===== config.mk =====
export PLATFORM = sky130hd
export DESIGN_NAME = top_debug_game
export DESIGN_NICKNAME = d
export VERILOG_FILES = /design/src/rtl/game_pkg.sv /design/src/rtl/vga_sync_gen.sv /design/src/rtl/top_debug_game.sv
export SDC_FILE = /design/constraint.sdc
export NUM_CORES = 1
export LEC_CHECK = 0
export ABC_CLOCK_PERIOD_IN_PS = 5790
export CAP_MARGIN = 40
export CORE_MARGIN = 2
export CORE_UTILIZATION = 55
export DETAILED_ROUTE_END_ITERATION = 7
export HOLD_SLACK_MARGIN = 0.05
export PLACE_DENSITY = 0.72
export SYNTH_ARGS = -nofsm -noshare
export SYNTH_HDL_FRONTEND = slang
export SYNTH_HIERARCHICAL = 1
export SYNTH_SLANG_ARGS = --single-unit

===== constraint.sdc =====
create_clock -name sys_clk -period 5.79 [get_ports sys_clk]
set_input_delay 0.579 -clock sys_clk [delete_from_list [all_inputs] [get_ports sys_clk]]
set_output_delay 0.579 -clock sys_clk [all_outputs]
set_load 0.03 [all_outputs]

===== src/rtl/game_pkg.sv =====
// Shared constants, player mode type and seven-segment glyph decode
// for the jump game debug build.
package game_pkg;

   localparam int VGA_H_VIS  = 640;
   localparam int VGA_H_FP   = 16;
   localparam int VGA_H_SYNC = 96;
   localparam int VGA_H_BP   = 48;
   localparam int VGA_V_VIS  = 480;
   localparam int VGA_V_FP   = 10;
   localparam int VGA_V_SYNC = 2;
   localparam int VGA_V_BP   = 33;

   localparam logic [9:0] FLOOR_TOP   = 10'd464;
   localparam logic [9:0] FLOOR_BOT   = 10'd479;
   localparam logic [9:0] PLAYER_SIZE = 10'd16;

   localparam logic [11:0] COL_PLAYER = 12'hF00;
   localparam logic [11:0] COL_FLOOR  = 12'h840;
   localparam logic [11:0] COL_SKY    = 12'h0AF;

   localparam logic [9:0]        Y_GROUND   = 10'd448;
   localparam logic [9:0]        X_MAX      = 10'd624;
   localparam logic [9:0]        X_RESET    = 10'd312;
   localparam logic signed [5:0] VY_MAX     = 6'sd8;
   localparam logic [4:0]        CHARGE_MAX = 5'd31;

   typedef enum logic {
      PM_GROUND = 1'b0,
      PM_AIR    = 1'b1
   } phys_mode_t;

   // Active-low segments, packed {a,b,c,d,e,f,g}.
   function automatic logic [6:0] hex_to_seg(input logic [3:0] nib);
      logic [6:0] seg;
      case (nib)
         4'h0: seg = 7'b0000001;
         4'h1: seg = 7'b1001111;
         4'h2: seg = 7'b0010010;
         4'h3: seg = 7'b0000110;
         4'h4: seg = 7'b1001100;
         4'h5: seg = 7'b0100100;
         4'h6: seg = 7'b0100000;
         4'h7: seg = 7'b0001111;
         4'h8: seg = 7'b0000000;
         4'h9: seg = 7'b0000100;
         4'hA: seg = 7'b0001000;
         4'hB: seg = 7'b1100000;
         4'hC: seg = 7'b0110001;
         4'hD: seg = 7'b1000010;
         4'hE: seg = 7'b0110000;
         default: seg = 7'b0111000;
      endcase
      return seg;
   endfunction

endpackage


===== src/rtl/vga_sync_gen.sv =====
// Pixel-rate divider and raster counters; raw (unregistered) syncs,
// visible flag, and a one-cycle frame tick at the start of vertical blank.
module vga_sync_gen
   import game_pkg::*;
#(
   parameter int CLK_DIV = 4,
   parameter int H_VIS   = VGA_H_VIS,
   parameter int H_FP    = VGA_H_FP,
   parameter int H_SYNC  = VGA_H_SYNC,
   parameter int H_BP    = VGA_H_BP,
   parameter int V_VIS   = VGA_V_VIS,
   parameter int V_FP    = VGA_V_FP,
   parameter int V_SYNC  = VGA_V_SYNC,
   parameter int V_BP    = VGA_V_BP
) (
   input  logic       clk,
   input  logic       rst,
   output logic       pix_tick,
   output logic [9:0] h_cnt,
   output logic [9:0] v_cnt,
   output logic       hsync_raw,
   output logic       vsync_raw,
   output logic       visible,
   output logic       frame_tick
);

   localparam int H_TOT = H_VIS + H_FP + H_SYNC + H_BP;
   localparam int V_TOT = V_VIS + V_FP + V_SYNC + V_BP;
   localparam int DIV_W = (CLK_DIV > 1) ? $clog2(CLK_DIV) : 1;
   localparam logic [DIV_W-1:0] DIV_LOAD = DIV_W'(CLK_DIV - 1);

   logic [DIV_W-1:0] div_cnt;
   logic [9:0]       h_next;
   logic [9:0]       v_next;

   assign pix_tick = (div_cnt == '0);

   always_comb begin
      h_next = h_cnt + 10'd1;
      v_next = v_cnt;
      if (h_cnt == 10'(H_TOT - 1)) begin
         h_next = '0;
         if (v_cnt == 10'(V_TOT - 1)) v_next = '0;
         else                          v_next = v_cnt + 10'd1;
      end
   end

   // Divider is a reload down-counter; the tick is its terminal count.
   always_ff @(posedge clk or posedge rst) begin
      if (rst) begin
         div_cnt    <= DIV_LOAD;
         h_cnt      <= '0;
         v_cnt      <= '0;
         frame_tick <= 1'b0;
      end else begin
         frame_tick <= 1'b0;
         if (pix_tick) begin
            div_cnt    <= DIV_LOAD;
            h_cnt      <= h_next;
            v_cnt      <= v_next;
            frame_tick <= (h_next == '0) && (v_next == 10'(V_VIS));
         end else begin
            div_cnt <= div_cnt - DIV_W'(1);
         end
      end
   end

   assign hsync_raw = !((h_cnt >= 10'(H_VIS + H_FP)) &&
                        (h_cnt <  10'(H_VIS + H_FP + H_SYNC)));
   assign vsync_raw = !((v_cnt >= 10'(V_VIS + V_FP)) &&
                        (v_cnt <  10'(V_VIS + V_FP + V_SYNC)));
   assign visible   = (h_cnt < 10'(H_VIS)) && (v_cnt < 10'(V_VIS));

endmodule


===== src/rtl/top_debug_game.sv =====
// Jump game debug top: synchronised buttons, per-frame player physics,
// VGA scene rendering and a scanned seven-segment readout of player state.
//
//   mode      | meaning
//   ----------+-------------------------------------------------------------
//   PM_GROUND | on the floor: walk, or charge while jump held; launch on release
//   PM_AIR    | ballistic flight, buttons ignored, wall bounce, land at y=448
module top_debug_game
   import game_pkg::*;
#(
   parameter int CLK_DIV  = 4,
   parameter int WALK_SPD = 2,
   parameter int SCAN_BIT = 17,
   parameter int H_VIS    = VGA_H_VIS,
   parameter int H_FP     = VGA_H_FP,
   parameter int H_SYNC   = VGA_H_SYNC,
   parameter int H_BP     = VGA_H_BP,
   parameter int V_VIS    = VGA_V_VIS,
   parameter int V_FP     = VGA_V_FP,
   parameter int V_SYNC   = VGA_V_SYNC,
   parameter int V_BP     = VGA_V_BP
) (
   input  logic        sys_clk,
   input  logic        sys_rst_n,
   input  logic        left,
   input  logic        right,
   input  logic        jump,
   output logic        hsync,
   output logic        vsync,
   output logic [11:0] rgb,
   output logic        CA,
   output logic        CB,
   output logic        CC,
   output logic        CD,
   output logic        CE,
   output logic        CF,
   output logic        CG,
   output logic        DP,
   output logic [7:0]  AN
);

   // Historical name: this reset is active high.
   logic rst;
   assign rst = sys_rst_n;

   logic [1:0] left_sync, right_sync, jump_sync;
   logic       left_s, right_s, jump_s;

   always_ff @(posedge sys_clk or posedge rst) begin
      if (rst) begin
         left_sync  <= '0;
         right_sync <= '0;
         jump_sync  <= '0;
      end else begin
         left_sync  <= {left_sync[0],  left};
         right_sync <= {right_sync[0], right};
         jump_sync  <= {jump_sync[0],  jump};
      end
   end

   assign left_s  = left_sync[1];
   assign right_s = right_sync[1];
   assign jump_s  = jump_sync[1];

   logic       pix_tick, hs_raw, vs_raw, visible, frame_tick;
   logic [9:0] h_cnt, v_cnt;

   vga_sync_gen #(
      .CLK_DIV (CLK_DIV),
      .H_VIS   (H_VIS),
      .H_FP    (H_FP),
      .H_SYNC  (H_SYNC),
      .H_BP    (H_BP),
      .V_VIS   (V_VIS),
      .V_FP    (V_FP),
      .V_SYNC  (V_SYNC),
      .V_BP    (V_BP)
   ) u_vga_sync_gen (
      .clk        (sys_clk),
      .rst        (rst),
      .pix_tick   (pix_tick),
      .h_cnt      (h_cnt),
      .v_cnt      (v_cnt),
      .hsync_raw  (hs_raw),
      .vsync_raw  (vs_raw),
      .visible    (visible),
      .frame_tick (frame_tick)
   );

   phys_mode_t        mode;
   logic [9:0]        pos_x, pos_y;
   logic signed [5:0] vel_y;
   logic signed [2:0] vel_x;
   logic [4:0]        charge;
   logic              armed;

   logic signed [11:0] x_air, y_air;
   logic signed [5:0]  vy_inc, vy_launch;
   logic signed [2:0]  vx_launch;
   logic [9:0]         x_right, x_left;

   always_comb begin
      x_air     = $signed({2'b00, pos_x}) + $signed({{9{vel_x[2]}}, vel_x});
      y_air     = $signed({2'b00, pos_y}) + $signed({{6{vel_y[5]}}, vel_y});
      vy_inc    = (vel_y >= VY_MAX) ? VY_MAX : vel_y + 6'sd1;
      vy_launch = $signed(6'd0 - (6'(charge[4:2]) + 6'd4));
      vx_launch = 3'sd0;
      if (right_s && !left_s)      vx_launch = 3'sd2;
      else if (left_s && !right_s) vx_launch = -3'sd2;
      x_right = (pos_x > X_MAX - 10'(WALK_SPD)) ? X_MAX : pos_x + 10'(WALK_SPD);
      x_left  = (pos_x < 10'(WALK_SPD)) ? 10'd0 : pos_x - 10'(WALK_SPD);
   end

   // armed remembers any jump press seen on the ground, so a press that
   // starts and ends between two frame ticks still launches.
   always_ff @(posedge sys_clk or posedge rst) begin
      if (rst) begin
         mode   <= PM_GROUND;
         pos_x  <= X_RESET;
         pos_y  <= Y_GROUND;
         vel_y  <= '0;
         vel_x  <= '0;
         charge <= '0;
         armed  <= 1'b0;
      end else begin
         if (mode == PM_GROUND && jump_s) armed <= 1'b1;
         if (frame_tick) begin
            case (mode)
               PM_GROUND: begin
                  if (jump_s) begin
                     if (charge != CHARGE_MAX) charge <= charge + 5'd1;
                  end else if (armed) begin
                     vel_y  <= vy_launch;
                     vel_x  <= vx_launch;
                     charge <= '0;
                     armed  <= 1'b0;
                     mode   <= PM_AIR;
                  end else if (right_s && !left_s) begin
                     pos_x <= x_right;
                  end else if (left_s && !right_s) begin
                     pos_x <= x_left;
                  end
               end
               PM_AIR: begin
                  vel_y <= vy_inc;
                  if (x_air < 12'sd0) begin
                     pos_x <= '0;
                     vel_x <= -vel_x;
                  end else if (x_air > $signed({2'b00, X_MAX})) begin
                     pos_x <= X_MAX;
                     vel_x <= -vel_x;
                  end else begin
                     pos_x <= x_air[9:0];
                  end
                  if (y_air >= $signed({2'b00, Y_GROUND})) begin
                     pos_y <= Y_GROUND;
                     vel_y <= '0;
                     vel_x <= '0;
                     mode  <= PM_GROUND;
                  end else begin
                     pos_y <= y_air[9:0];
                  end
               end
               default: mode <= PM_GROUND;
            endcase
         end
      end
   end

   logic        in_player, in_floor;
   logic [11:0] pix_col;

   always_comb begin
      in_player = ({1'b0, h_cnt} >= {1'b0, pos_x}) &&
                  ({1'b0, h_cnt} <  {1'b0, pos_x} + {1'b0, PLAYER_SIZE}) &&
                  ({1'b0, v_cnt} >= {1'b0, pos_y}) &&
                  ({1'b0, v_cnt} <  {1'b0, pos_y} + {1'b0, PLAYER_SIZE});
      in_floor  = (v_cnt >= FLOOR_TOP) && (v_cnt <= FLOOR_BOT);
      if (in_player)     pix_col = COL_PLAYER;
      else if (in_floor) pix_col = COL_FLOOR;
      else               pix_col = COL_SKY;
   end

   // Syncs and colour share one register stage so they stay aligned.
   always_ff @(posedge sys_clk or posedge rst) begin
      if (rst) begin
         hsync <= 1'b1;
         vsync <= 1'b1;
         rgb   <= '0;
      end else if (pix_tick) begin
         hsync <= hs_raw;
         vsync <= vs_raw;
         rgb   <= visible ? pix_col : 12'h000;
      end
   end

   localparam logic [SCAN_BIT-1:0] DWELL_LOAD = '1;

   logic [SCAN_BIT-1:0] dwell_cnt;
   logic [2:0]          digit;
   logic [3:0]          nib;
   logic                blank;

   always_comb begin
      nib   = 4'h0;
      blank = 1'b0;
      case (digit)
         3'd0: nib = pos_y[3:0];
         3'd1: nib = pos_y[7:4];
         3'd2: nib = {2'b00, pos_y[9:8]};
         3'd3: blank = 1'b1;
         3'd4: nib = pos_x[3:0];
         3'd5: nib = pos_x[7:4];
         3'd6: nib = {2'b00, pos_x[9:8]};
         default: nib = charge[4:1];
      endcase
   end

   always_ff @(posedge sys_clk or posedge rst) begin
      if (rst) begin
         dwell_cnt <= DWELL_LOAD;
         digit     <= '0;
         AN        <= 8'hFF;
         {CA, CB, CC, CD, CE, CF, CG} <= 7'h7F;
      end else begin
         if (dwell_cnt == '0) begin
            dwell_cnt <= DWELL_LOAD;
            digit     <= digit + 3'd1;
         end else begin
            dwell_cnt <= dwell_cnt - SCAN_BIT'(1);
         end
         AN <= ~(8'd1 << digit);
         {CA, CB, CC, CD, CE, CF, CG} <= blank ? 7'h7F : hex_to_seg(nib);
      end
   end

   assign DP = 1'b1;

endmodule


# Yosys cells after proc, flatten, opt, wreduce, memory -nomap -nowiden
# Memories as Yosys holds them, arrays and structs flattened.
# Cells that the tools add are included.
# word_totals
inputBits,5
latchBits,0
memories,1
output_inout_bits,30
romBits,112
regBits,114
word_cells,153
mem_bits_rw,0
# op_classes
muxes,47
div,0
mul,0
n_eq_ne,16
n_bitwise,2
n_lt_le_gt_ge,18
n_reduce_logical,25
shift,1
n_addsub,16
# memory_table
memory,depth,width,rd,rd_ports_with_merged_regs,write_ports,line,source
(no name shown),16,7,1,0,0,game_pkg.sv:36,case (nib)
# op_table
operator,count
10-bit two-way mux,12
12-bit two-way mux,3
4-bit one-hot mux with 7 select lines,1
6-bit two-way mux,4
"10-bit by 5-bit adder with 11-bit output, second input constant",2
10-bit by 11-bit less-than comparator with 1-bit output,2
3-bit two-way mux,7
"10-bit by 1-bit adder with 10-bit output, second input constant",2
"10-bit == test, second input constant",2
10-bit greater-or-equal comparator,2
"10-bit by 9-bit greater-or-equal comparator with 1-bit output, second input constant",2
"10-bit less-than comparator, second input constant",2
"10-bit by 9-bit less-than comparator with 1-bit output, second input constant",2
10-bit one-hot mux with 2 select lines,1
17-bit zero test,1
17-bit two-way mux,1
"17-bit by 1-bit subtractor with 17-bit output, second input constant",1
5-bit two-way mux,3
11-bit by 3-bit adder with 12-bit output,1
11-bit by 6-bit adder with 12-bit output,1
"12-bit by 10-bit greater-or-equal comparator with 1-bit output, second input constant",1
"12-bit by 11-bit greater-than comparator with 1-bit output, second input constant",1
"12-bit by 1-bit less-than comparator with 1-bit output, second input constant",1
6-bit one-hot mux with 2 select lines,1
other kinds (40),69

# Logic depth before layout (Yosys ltp)
# Gate-level depths: netlist of run 1.
# depth
ltp_word,7
mapped_depth,13
mapped_depth_nobuf,11

# By module
# Netlist of run 1, hierarchy kept.
# modules_own_cells
mod,area_per_inst_um2,cells_per_inst,seq_area_each_um2,instances
top_debug_game,6348.6,715,2103.3,1
vga_sync_gen,1551.5,181,578.1,1

# Least setup slack after synthesis of run 1
# No wires, ideal clock.
# synth_timing
path_kind,register -> register
startpoint,reg vel_y[0]
endpoint,reg vel_y[1]
synth_period_minus_slack_ps,3109
setup_slack_ps,2681
required_ps,5708
path_buffers,1
arrival_ps,3027
stages_incl_launch_ff,13
setup_ps,82
path_cell_list,dfrtp_1 ha_1 fa_1 a211o_1 a211o_1 a31o_1 a21oi_2 o21ai_1 o31ai_2 o21ai_2 buf_6 or3_1 a22oi_2
# synth_between
elab_chain_len,4
elab_cells_between_ends,7
classes_between,add/sub (2); order compare (2); mux (3)
# synth_lines
element,line,source
start: declaration,top_debug_game.sv:92,logic signed [5:0] vel_y;
start signal: assignment,top_debug_game.sv:133,vel_y <= vy_launch;
start signal: assignment,top_debug_game.sv:145,vel_y <= vy_inc;
"11-bit by 6-bit adder with 12-bit output, or another cell as far along",top_debug_game.sv:104,"y_air = $signed({2'b00, pos_y}) + $signed({{6{vel_y[5]}}, vel_y});"
12-bit by 10-bit greater-or-equal comparator with 1-bit output / 6-bit two-way mux (equally long branches),"top_debug_game.sv:155, top_debug_game.sv:105",
6-bit two-way mux *,top_debug_game.sv:155,"if (y_air >= $signed({2'b00, Y_GROUND})) begin"
6-bit one-hot mux with 2 select lines *,top_debug_game.sv:128,case (mode)
# Mark *: on every way between the ends. The rest lies on a longest branch, timed or not.
# A chain may end at the register's enable or synchronous reset.

# Worst setup path in the final report of run 1
# layout_timing
startpoint,reg vel_y[5]
endpoint,reg vel_y[2]
# layout_between
elab_chain_len,4
elab_cells_between_ends,6
classes_between,add/sub (1); order compare (2); mux (3)
# layout_lines
element,line
11-bit by 6-bit adder with 12-bit output / 6-bit by 5-bit greater-or-equal comparator with 1-bit output (equally long branches),"top_debug_game.sv:104, top_debug_game.sv:105"
12-bit by 10-bit greater-or-equal comparator with 1-bit output / 6-bit two-way mux (equally long branches),"top_debug_game.sv:155, top_debug_game.sv:105"
6-bit two-way mux *,top_debug_game.sv:155
6-bit one-hot mux with 2 select lines *,top_debug_game.sv:128
# Marks and branches as above.

==> flow_metrics.py, run 1 <==
metrics = {
    "outcome": {
        "status": "completed",
    },
    "routing": {
        "drc": 0,
        "routed-wl-met3_um": 896,
        "met2WireLength_um": 9187,
        "routed_wl_um": 19010,
        "ant_nets": 0,
        "drt-met1-wl_um": 8567,
        "drtPass1Iterations": 5,
        "num_vias": 6702,
        "first_iter_violations": 697,
        "drt-wirelength-per-cell_um": 17.58,
        "vias_per_cell": 6.200,
        "top_layer_used": "met4",
    },
    "critical_path": {
        "cp.required_ns": 6.03,
        "worst-path-max-fanout": 20,
        "endpoint_kind": "flop",
        "crit_type": "flop to flop",
        "crit_arrival_ns": 3.93,
        "r2r_cells": 10,
        "cp-start-kind": "flop",
    },
    "clock_tree": {
        "h-tree-depth": 3,
        "cts-hold-fix-buffers": 0,
        "clkTransAtPathRegs_ns": 0.08,
        "clk_latency_ns": 0.36,
        "clock-sinks": 105,
        "post_cts_buffers": 0,
        "cts_tree": "yes",
        "cts_max_path_buffers": 2,
        "root_buffer": "clkbuf_16",
        "cts_buffers": 9,
        "cts_resized": 0,
    },
    "floorplanning": {
        "io_pins": 35,
        "die_x_um": 123.9,
        "start_util": 0.5669,
        "fp.coreArea_um2": 13930,
        "fp.dieH_um": 123.9,
        "die_area_um2": 15340,
        "placement_rows": 43,
    },
    "global_routing": {
        "antenna_found_initial": 0,
        "grt_usage": 0.2563,
        "grt_max_degree": 60,
        "grt_pass1_wl_um": 31220,
        "grt_pass1_vias": 6416,
        "grt_overflow": 0,
    },
    "power_and_ir_drop": {
        "netSwitchingFraction": 0.2376,
        "seqPwrFrac": 0.536,
        "leakagePower_nw": 3.829,
        "ir_drop_mv": 0.1149,
        "switchingPower_w": 0.0003270,
        "powerDensity_nw_per_um2": 160.4,
        "combPwrFrac": 0.023,
        "total_power_w": 0.001376,
        "clockPowerShare": 0.441,
        "intPower_w": 0.001049,
    },
    "synth": {
        "syn_avg_cell_area_um2": 8.817,
        "ys_warn_count": 6,
        "syn_inst": 896,
        "seq_area_frac_synth": 0.3394,
        "synth.cell_area_um2": 7900,
        "synth_flop_cell": "dfrtp_1",
        "ys_ff_latch": 105,
        "synthArstFlopShare": 1.000,
        "synth-edff-count": 0,
        "ys_types": 78,
        "syn_nets": 990,
    },
    "final_layout": {
        "final_net_count": 990,
        "multiInputGateArea_um2": 4747,
        "drive_gt1_frac": 0.09101,
        "diodes": 0,
        "fillers": 1160,
        "seqCellArea_um2": 2681,
        "syn2layout_area_growth_pct": 8.568,
    },
    "worst_hold_path": {
        "min_path_cells": 0,
        "min_path_type": "flop to flop",
    },
    "sta": {
        "hold_viol": 0,
        "fmax_ghz": 0.2704,
        "slew_headroom": 0.4057,
        "fin_skew_ns": 0.01155,
        "min_period_over_period": 0.6387,
        "tightest_slew_ns": 0.8913,
        "finalSetupTns_ns": 0,
        "drv_slew": 0,
        "min_period_ns": 3.698,
        "worst_slack_ns": 2.092,
        "setup_viol": 0,
        "rsz0062_at_grt": "no",
    },
    "placement": {
        "dp_hpwl_um": 13880,
        "dp_slack_ns": 2.201,
        "numPortBuffers": 32,
        "gp_congestion": 0.8924,
    },
    "run": {
        "maxCapViolCount": 0,
    },
}
cell families (layout without fill, tap and decap cells):
logic type,after synthesis,in the layout,share of synthesized area
compound gates,247,247,0.2053
other cells,2,2,0.0009506
flops,105,105,0.3394
xor+xnor,56,56,0.06208
fa+ha+maj,89,89,0.1419
simple gates,275,275,0.1744
mux,12,12,0.01631
buf+inv,110,115,0.05971
placed cells by master (no fill, tap or decap), types with 5 or more instances in the layout:
cell	Yosys	layout
mux2_2	7	7
o21a_1	11	11
clkbuf_16	0	9
nor2_1	38	38
or3_1	8	8
nand4_1	13	13
nand2b_1	7	7
o21ai_0	59	59
mux2i_1	5	5
nand3_1	23	23
o31ai_1	8	8
and3_1	12	12
ha_1	88	88
dfrtp_1	62	62
clkdlybuf4s50_1	0	32
inv_1	58	57
a21oi_1	50	50
nor3_1	24	24
a31oi_1	9	9
nor4_1	9	9
nor2b_1	11	11
xnor2_1	43	43
dfstp_2	43	43
and2_1	6	6
o22ai_1	9	9
o21ai_1	8	8
xor2_1	13	13
a2111oi_0	5	5
o211ai_1	8	8
nand2_1	99	99
a211o_1	5	5
or4_1	5	5
a211oi_1	6	6
a21o_1	22	22
flip-flops by register name, indices dropped and copies added (netlist names), 3 cells and up:
name	flops
dwell_cnt	17
pos_x	10
pos_y	10
u_vga_sync_gen/h_cnt	10
u_vga_sync_gen/v_cnt	10
AN	8
vel_y	6
charge	5
rgb	4
digit	3
cell usage after synthesis (11+ instances only):
cell type   n  area [um^2]
a21o_1     22        165.2
a21oi_1    50        250.2
and3_1     12        75.07
buf_4      13        97.59
clkbuf_1   34        127.6
dfrtp_1    62         1551
dfstp_2    43         1130
ha_1       88         1101
inv_1      58        217.7
nand2_1    99        371.6
nand3_1    23        115.1
nand4_1    13        81.33
nor2_1     38        142.6
nor2b_1    11        68.82
nor3_1     24        120.1
o21a_1     11        82.58
o21ai_0    59        295.3
xnor2_1    43        376.6
xor2_1     13        113.9
routing by layer:
metal / vias up / global-route usage
met2: 213 / 0.4275
met1: 3222 / 0.3452
met5: - / 0
met3: 44 / 0.03571
met4: 0 / 0.08026
li1: 3223 / -
path summary, 6_finish.rpt:
kind | slack (ns) | to | from
worst max-delay path | 2.09 | vel_y[2] | vel_y[5]
worst min-delay path | 0.36 | jump_sync[1] | jump_sync[0]
worst max register to register | 2.09 | vel_y[2] | vel_y[5]
worst min register to register | 0.36 | jump_sync[1] | jump_sync[0]
max in group asynchronous | 4.46 | dwell_cnt[16] | sys_rst_n
min in group asynchronous | 0.45 | rgb[11] | sys_rst_n
cell type report:
type | count | share of cell area
clock inverters | 6 | 0.006710
repair buffers | 39 | 0.04785
flip-flops and latches | 105 | 0.3126
multi-input cells | 681 | 0.5535
well taps | 180 | 0.02626
clock buffers | 10 | 0.02670
inverters | 60 | 0.02640
critical path: stages, from the launching register on:
cell,delay [ns]
dfrtp_1,0.53
ha_1,0.40
or2_2,0.13
a21oi_1,0.08
a211oi_1,0.47
nor3_1,0.11
a311oi_1,0.52
o31ai_2,0.13
o21ai_2,0.70
o41ai_1,0.17
a211o_1,0.33
power groups by stage:
stage / registers [W] / clock network (W) / logic, W
6_report: 0.000738 / 0.000607 / 0.0000319
5_1_grt: 0.000738 / 0.000650 / 0.0000363
4_1_cts: 0.000738 / 0.000625 / 0.0000332
3_5_place_dp: 0.000751 / 0 / 0.0000331
3_3_place_gp: 0.000751 / 0 / 0.0000286
2_1_floorplan: 0.000750 / 0 / 0.0000200
stage by stage:
stage	area (um^2)	instances	hold slack [ns]	util
global placement	8215	1060	0.3335	0.5896
CTS	8569	1080	0.3554	0.6150
detailed placement	8283	1064	0.3364	0.5944
global route	8577	1081	0.3605	0.6155
finish	8577	1081	0.3558	0.6155
floorplan	7900	896	0.3312	-
Note: power is estimated with default switching activity, not from simulation.
==> run 2: changes to the inputs <==
ABC_CLOCK_PERIOD_IN_PS = 3500   (was 5790)
clock period = 3.5 ns   (was 5.79 ns; I/O delays follow)
==> run 2 against run 1 <==
Sequential power grew 65%. Critical endpoint is now vel_y[1]. Non-clock buffer count increased by 8. Setup slack got worse by 1.9 ns. Hold slack worse by 0.049 ns. Global-route usage grew 0.83 points. Die area did not move. Critical path depth is 1 higher. Wire length is 0.55% higher. Cell count up 0.74%. Clock skew is 0.0020 ns lower. Register-to-register slack got worse by 1.9 ns.
==> flow_metrics.py, run 2 (same netlist as run 1, synthesis figures left out) <==
metrics = {
    "final_layout": {
        "fillers": 1165,
        "final_cell_mix": "nand2_1, ha_1, dfrtp_1",
        "diodes": 0,
        "final_cells": 1089,
        "top_register": "dwell_cnt",
        "final_net_count": 998,
        "largest_reg_flops": 17,
        "mostFrequentLayoutCell": "nand2_1",
        "syn2layout_area_growth_pct": 9.614,
        "drive_gt1_frac": 0.1012,
    },
    "critical_path": {
        "worst-path-max-fanout": 10,
        "endpoint_kind": "flop",
        "cp.required_ns": 3.79,
        "crit_type": "flop to flop",
        "cp_cell_sequence": "ha_1 > fa_1 > a211o_1 > a211o_1 > a31o_1 > a21oi_2 > o21ai_1 > o31ai_2 > o21ai_4 > or3_1 > a22oi_2",
        "cpMostUsedCell": "a211o_1",
        "slowest_stage": "dfrtp_1",
        "cp_slowest_stage_delay_ns": 0.44,
        "crit_buf_inv": 0,
        "cp-start-kind": "flop",
        "crit_arrival_ns": 3.59,
        "cpLargestDelayFamily": "compound AO/OA/AOI/OAI gates",
    },
    "global_routing": {
        "grt_usage": 0.2646,
        "antenna_found_initial": 0,
        "grt_pass1_wl_um": 31960,
        "grt_max_degree": 83,
        "grt_pass1_vias": 6648,
        "grt_overflow": 0,
    },
    "placement": {
        "dpl.cell_count": 1073,
        "numPortBuffers": 32,
        "dp_hpwl_um": 14120,
        "gp_congestion": 0.9010,
    },
    "sta": {
        "min_period_ns": 3.303,
        "setup_viol": 0,
        "slew_headroom": 0.5242,
        "tightest_slew_ns": 0.7090,
        "fin_skew_ns": 0.009536,
        "finalSetupTns_ns": 0,
        "hold_viol": 0,
        "rsz0062_at_grt": "no",
        "whs_ns": 0.3067,
        "min_period_over_period": 0.9438,
        "fmax_ghz": 0.3027,
        "drv_slew": 0,
    },
    "clock_tree": {
        "cts_tree": "yes",
        "cts_buffers": 9,
        "clock-sinks": 105,
        "clkTransAtPathRegs_ns": 0.08,
        "root_buffer": "clkbuf_16",
        "cts_max_path_buffers": 2,
        "h-tree-depth": 3,
        "clk_latency_ns": 0.37,
    },
    "routing": {
        "routed_wl_um": 19110,
        "drc": 0,
        "ant_nets": 0,
        "num_vias": 6709,
        "drtPass1Iterations": 5,
        "drt-wirelength-per-cell_um": 17.55,
        "vias_per_cell": 6.161,
        "first_iter_violations": 532,
    },
    "power_and_ir_drop": {
        "seqPwrFrac": 0.533,
        "leakagePower_nw": 3.884,
        "switchingPower_w": 0.0005383,
        "powerDensity_nw_per_um2": 264.5,
        "intPower_w": 0.001752,
        "ir_drop_mv": 0.2240,
        "combPwrFrac": 0.023,
        "clockPowerShare": 0.444,
        "netSwitchingFraction": 0.2350,
    },
    "floorplanning": {
        "start_util": 0.5669,
        "die_area_um2": 15340,
        "fp.coreArea_um2": 13930,
        "placement_rows": 43,
        "die_x_um": 123.9,
        "io_pins": 35,
        "fp.dieH_um": 123.9,
    },
    "worst_hold_path": {
        "min_path_type": "input port to async pin",
    },
    "outcome": {
        "status": "completed",
    },
    "run": {
        "maxCapViolCount": 0,
    },
}
-- run 2: per-layer routing --
metal	routed length, um	global-route usage
met5	0	0
met2	9212	0.4337
met3	770	0.03617
met1	8669	0.3559
met4	461	0.1009
-- run 2: layout make-up --
type	count	area, um^2	area share
clock inverters	5	48.80	0.005635
flip-flops and latches	105	2681	0.3096
multi-input cells	681	4765	0.5502
clock buffers	11	242.7	0.02803
inverters	60	226.5	0.02615
repair buffers	47	470.5	0.05433
well taps	180	225.2	0.02601
-- run 2: power by group through the flow --
stage | Clock (W) | Combinational, W | Sequential (W)
final | 0.00102 | 0.0000528 | 0.00122
after global routing | 0.00109 | 0.0000608 | 0.00122
after CTS | 0.00104 | 0.0000548 | 0.00122
after detailed placement | 0 | 0.0000546 | 0.00124
after global placement | 0 | 0.0000498 | 0.00124
after floorplan | 0 | 0.0000330 | 0.00124
-- run 2: repair_timing --
item	CTS	global route
resized for setup	0	3
endpoints found under the hold margin	0	0
buffers inserted	0	0
endpoints found under the setup margin	0	9
hold buffers	0	0
-- run 2: worst paths after layout --
check                      cells after the start  slack [ns]     startpoint                 endpoint
max in group asynchronous                      3        2.69      sys_rst_n                    AN[5]
min in group sys_clk                           0        0.35  right_sync[0]            right_sync[1]
min reg2reg                                    0        0.35  right_sync[0]            right_sync[1]
min                                            2        0.31      sys_rst_n  u_vga_sync_gen/v_cnt[3]
max reg2reg                                   11        0.20       vel_y[0]                 vel_y[1]
max                                           11        0.20       vel_y[0]                 vel_y[1]
-- run 2: stage by stage --
step | area [um^2] | total power (W) | setup WS [ns] | util
after floorplan | 7900 | 0.001274 | 0.3909 | -
after global placement | 8295 | 0.001292 | 0.3049 | 0.5953
after detailed placement | 8351 | 0.001297 | 0.1920 | 0.5993
after CTS | 8642 | 0.002315 | 0.1681 | 0.6202
after global routing | 8660 | 0.002368 | 0.02751 | 0.6214
final | 8660 | 0.002290 | 0.1966 | 0.6214
-- run 2: worst register-to-register path: cells and delay by family, from the launching register on --
family                   cells  cell delay (ns)
AO/OA/AOI/OAI                8             1.67
adder cells (fa/ha/maj)      2             0.68
flip-flops                   1             0.44
AND/OR/NAND/NOR              1             0.43
==> patch: new RTL, config.mk and constraints of run 2 <==
Make the reset (`rst`) synchronous in 5 clocked blocks.
--- a/src/rtl/vga_sync_gen.sv
+++ b/src/rtl/vga_sync_gen.sv
@@ -46,7 +46,7 @@
    end
 
    // Divider is a reload down-counter; the tick is its terminal count.
-   always_ff @(posedge clk or posedge rst) begin
+   always_ff @(posedge clk) begin
       if (rst) begin
          div_cnt    <= DIV_LOAD;
          h_cnt      <= '0;
--- a/src/rtl/top_debug_game.sv
+++ b/src/rtl/top_debug_game.sv
@@ -46,7 +46,7 @@
    logic [1:0] left_sync, right_sync, jump_sync;
    logic       left_s, right_s, jump_s;
 
-   always_ff @(posedge sys_clk or posedge rst) begin
+   always_ff @(posedge sys_clk) begin
       if (rst) begin
          left_sync  <= '0;
          right_sync <= '0;
@@ -113,7 +113,7 @@
 
    // armed remembers any jump press seen on the ground, so a press that
    // starts and ends between two frame ticks still launches.
-   always_ff @(posedge sys_clk or posedge rst) begin
+   always_ff @(posedge sys_clk) begin
       if (rst) begin
          mode   <= PM_GROUND;
          pos_x  <= X_RESET;
@@ -182,7 +182,7 @@
    end
 
    // Syncs and colour share one register stage so they stay aligned.
-   always_ff @(posedge sys_clk or posedge rst) begin
+   always_ff @(posedge sys_clk) begin
       if (rst) begin
          hsync <= 1'b1;
          vsync <= 1'b1;
@@ -216,7 +216,7 @@
       endcase
    end
 
-   always_ff @(posedge sys_clk or posedge rst) begin
+   always_ff @(posedge sys_clk) begin
       if (rst) begin
          dwell_cnt <= DWELL_LOAD;
          digit     <= '0;
Formal check against the unedited RTL: differs if sys_rst_n is asserted again (counterexample within 4 cycles, from zero or initial values and one cycle with sys_rst_n high); with sys_rst_n held inactive, the same outputs for 10 cycles.
==> patch against run 2 <==
Global-route usage shrank 1.3 points. Sequential cell count is the same. Design area down 1.2%. Synthesized area grew 0.67%. Sequential share of layout area shrank 6.4 points. Wire length grew 0.89%. Non-clock buffer count shrank 3. Clock skew is 0.0048 ns lower. Worst setup slack improved by 0.20 ns. Critical path type unchanged. Largest cell class unchanged.
Power is not compared: it rests on default switching activity, and its combinational part moved more than twofold at a synthesized area within 25%.
==> patch: results (changes against run 2) <==
place_ws_ns: 0.410  # +0.218 ns
gp_congestion: 0.896  # -0.53%
die_w_um: 124  # +0.32%
holdWs_ns: 0.392  # +0.0851 ns
relSlewSlack_pct: 42.5  # -9.9 points
wirelength_um: 19300  # +0.89%
viasPerCell: 6.17  # +0.16%
syn_area_per_cell_sq_um: 8.11  # -8.0%
yosysTopAreaCellShare_pct: 26.4  # +6.8 points
dr_wl_met2_um: 8690  # -5.7%
met1_usage_pct: 35.7  # +0.11 points
grt_start_max_net_pins: 38  # -54%
crit_fanout: 14  # +4
grt_pass1_wl_um: 32700  # +2.4%
dp_hpwl_um: 14100  # about the same
critPathSlowestCell: "o21bai_1"
leakage_nw: 3.47
port_buffers: 32  # unchanged
fin_nets: 1071  # +7.3%
synthTopCellsByCount: "dfxtp_1, ha_1, nand2_1"
grt_pass1_vias: 6491  # -2.4%
clkTransAtPathRegs_ns: 0.07
status: "completed"
track_usage_pct: 25.1  # -1.3 points
cts_made_buffers: 9  # unchanged
pwr-share-comb_pct: 5.9
routed-wl-met3_um: 1060  # +38%
stdcell_count: 1163  # +6.8%
fin_worst_skew_ns: 0.00477  # -0.00477 ns
ys_top_cells_by_area: "dfxtp_1, ha_1, a21oi_1"
yosys_warnings: 6  # unchanged
fin_crit_sh_pct: 88.7  # -5.7 points
ys_async_sr_fraction_pct: 0  # -100 points
largest-register: "dwell_cnt"
arrival_ns: 3.33  # -0.26 ns
min_to: "u_vga_sync_gen/div_cnt[0]"
cts-root-buf: "clkbuf_16"
drive_gt1_share_pct: 6.10  # -4.0 points
antenna_found_initial: 0  # unchanged
min_path_type: "reg -> reg"
clockBufferDepth: 2  # unchanged
met1_length_um: 9130  # +5.3%
cts_resized: 0  # unchanged
post_dp_cell_area_sq_um: 8250  # -1.2%
yosysSeqAreaShare_pct: 26.4  # -7.5 points
diodes: 0  # unchanged
crit_end: "vel_y[4]"
power_mw: 2.41
drt_iter0_drc: 578  # +8.6%
synth.distinct_cells: 97  # +24%
cpPeakStageDelay_ns: 0.46  # +0.02 ns
cts_max_level: 3  # unchanged
cp_top_family: "compound AO/OA/AOI/OAI gates"
use_met3_pct: 3.61  # about the same
startpoint: "vel_y[0]"
met2_usage_pct: 39.8  # -3.6 points
worst-r2r-cell-count: 11  # unchanged
pg_seq_mw: 1.23
min_from: "u_vga_sync_gen/div_cnt[0]"
-- patch: kinds of logic (layout without fill, tap and decap cells) --
| logic type | Yosys count | count (layout) | share of synthesized area [%] |
|---|---|---|---|
| adder cells (fa/ha/maj) | 88 | 88 | 13.9 |
| AO/OA/AOI/OAI | 258 | 258 | 22.8 |
| other | 2 | 2 | 0.0944 |
| multiplexers | 9 | 9 | 1.16 |
| AND/OR/NAND/NOR | 350 | 350 | 22.8 |
| flip-flops | 105 | 105 | 26.4 |
| XOR/XNOR | 51 | 51 | 5.62 |
| buffers and inverters | 117 | 120 | 7.14 |
-- patch: cell type report --
type / instances / area, sq um
timing repair buffer: 44 / 405
clock inverter: 7 / 77.6
tap: 180 / 225
sequential: 105 / 2100
multi-input combinational: 758 / 5280
clock buffer: 9 / 225
fill: 1301 / 5430
inverter: 60 / 239
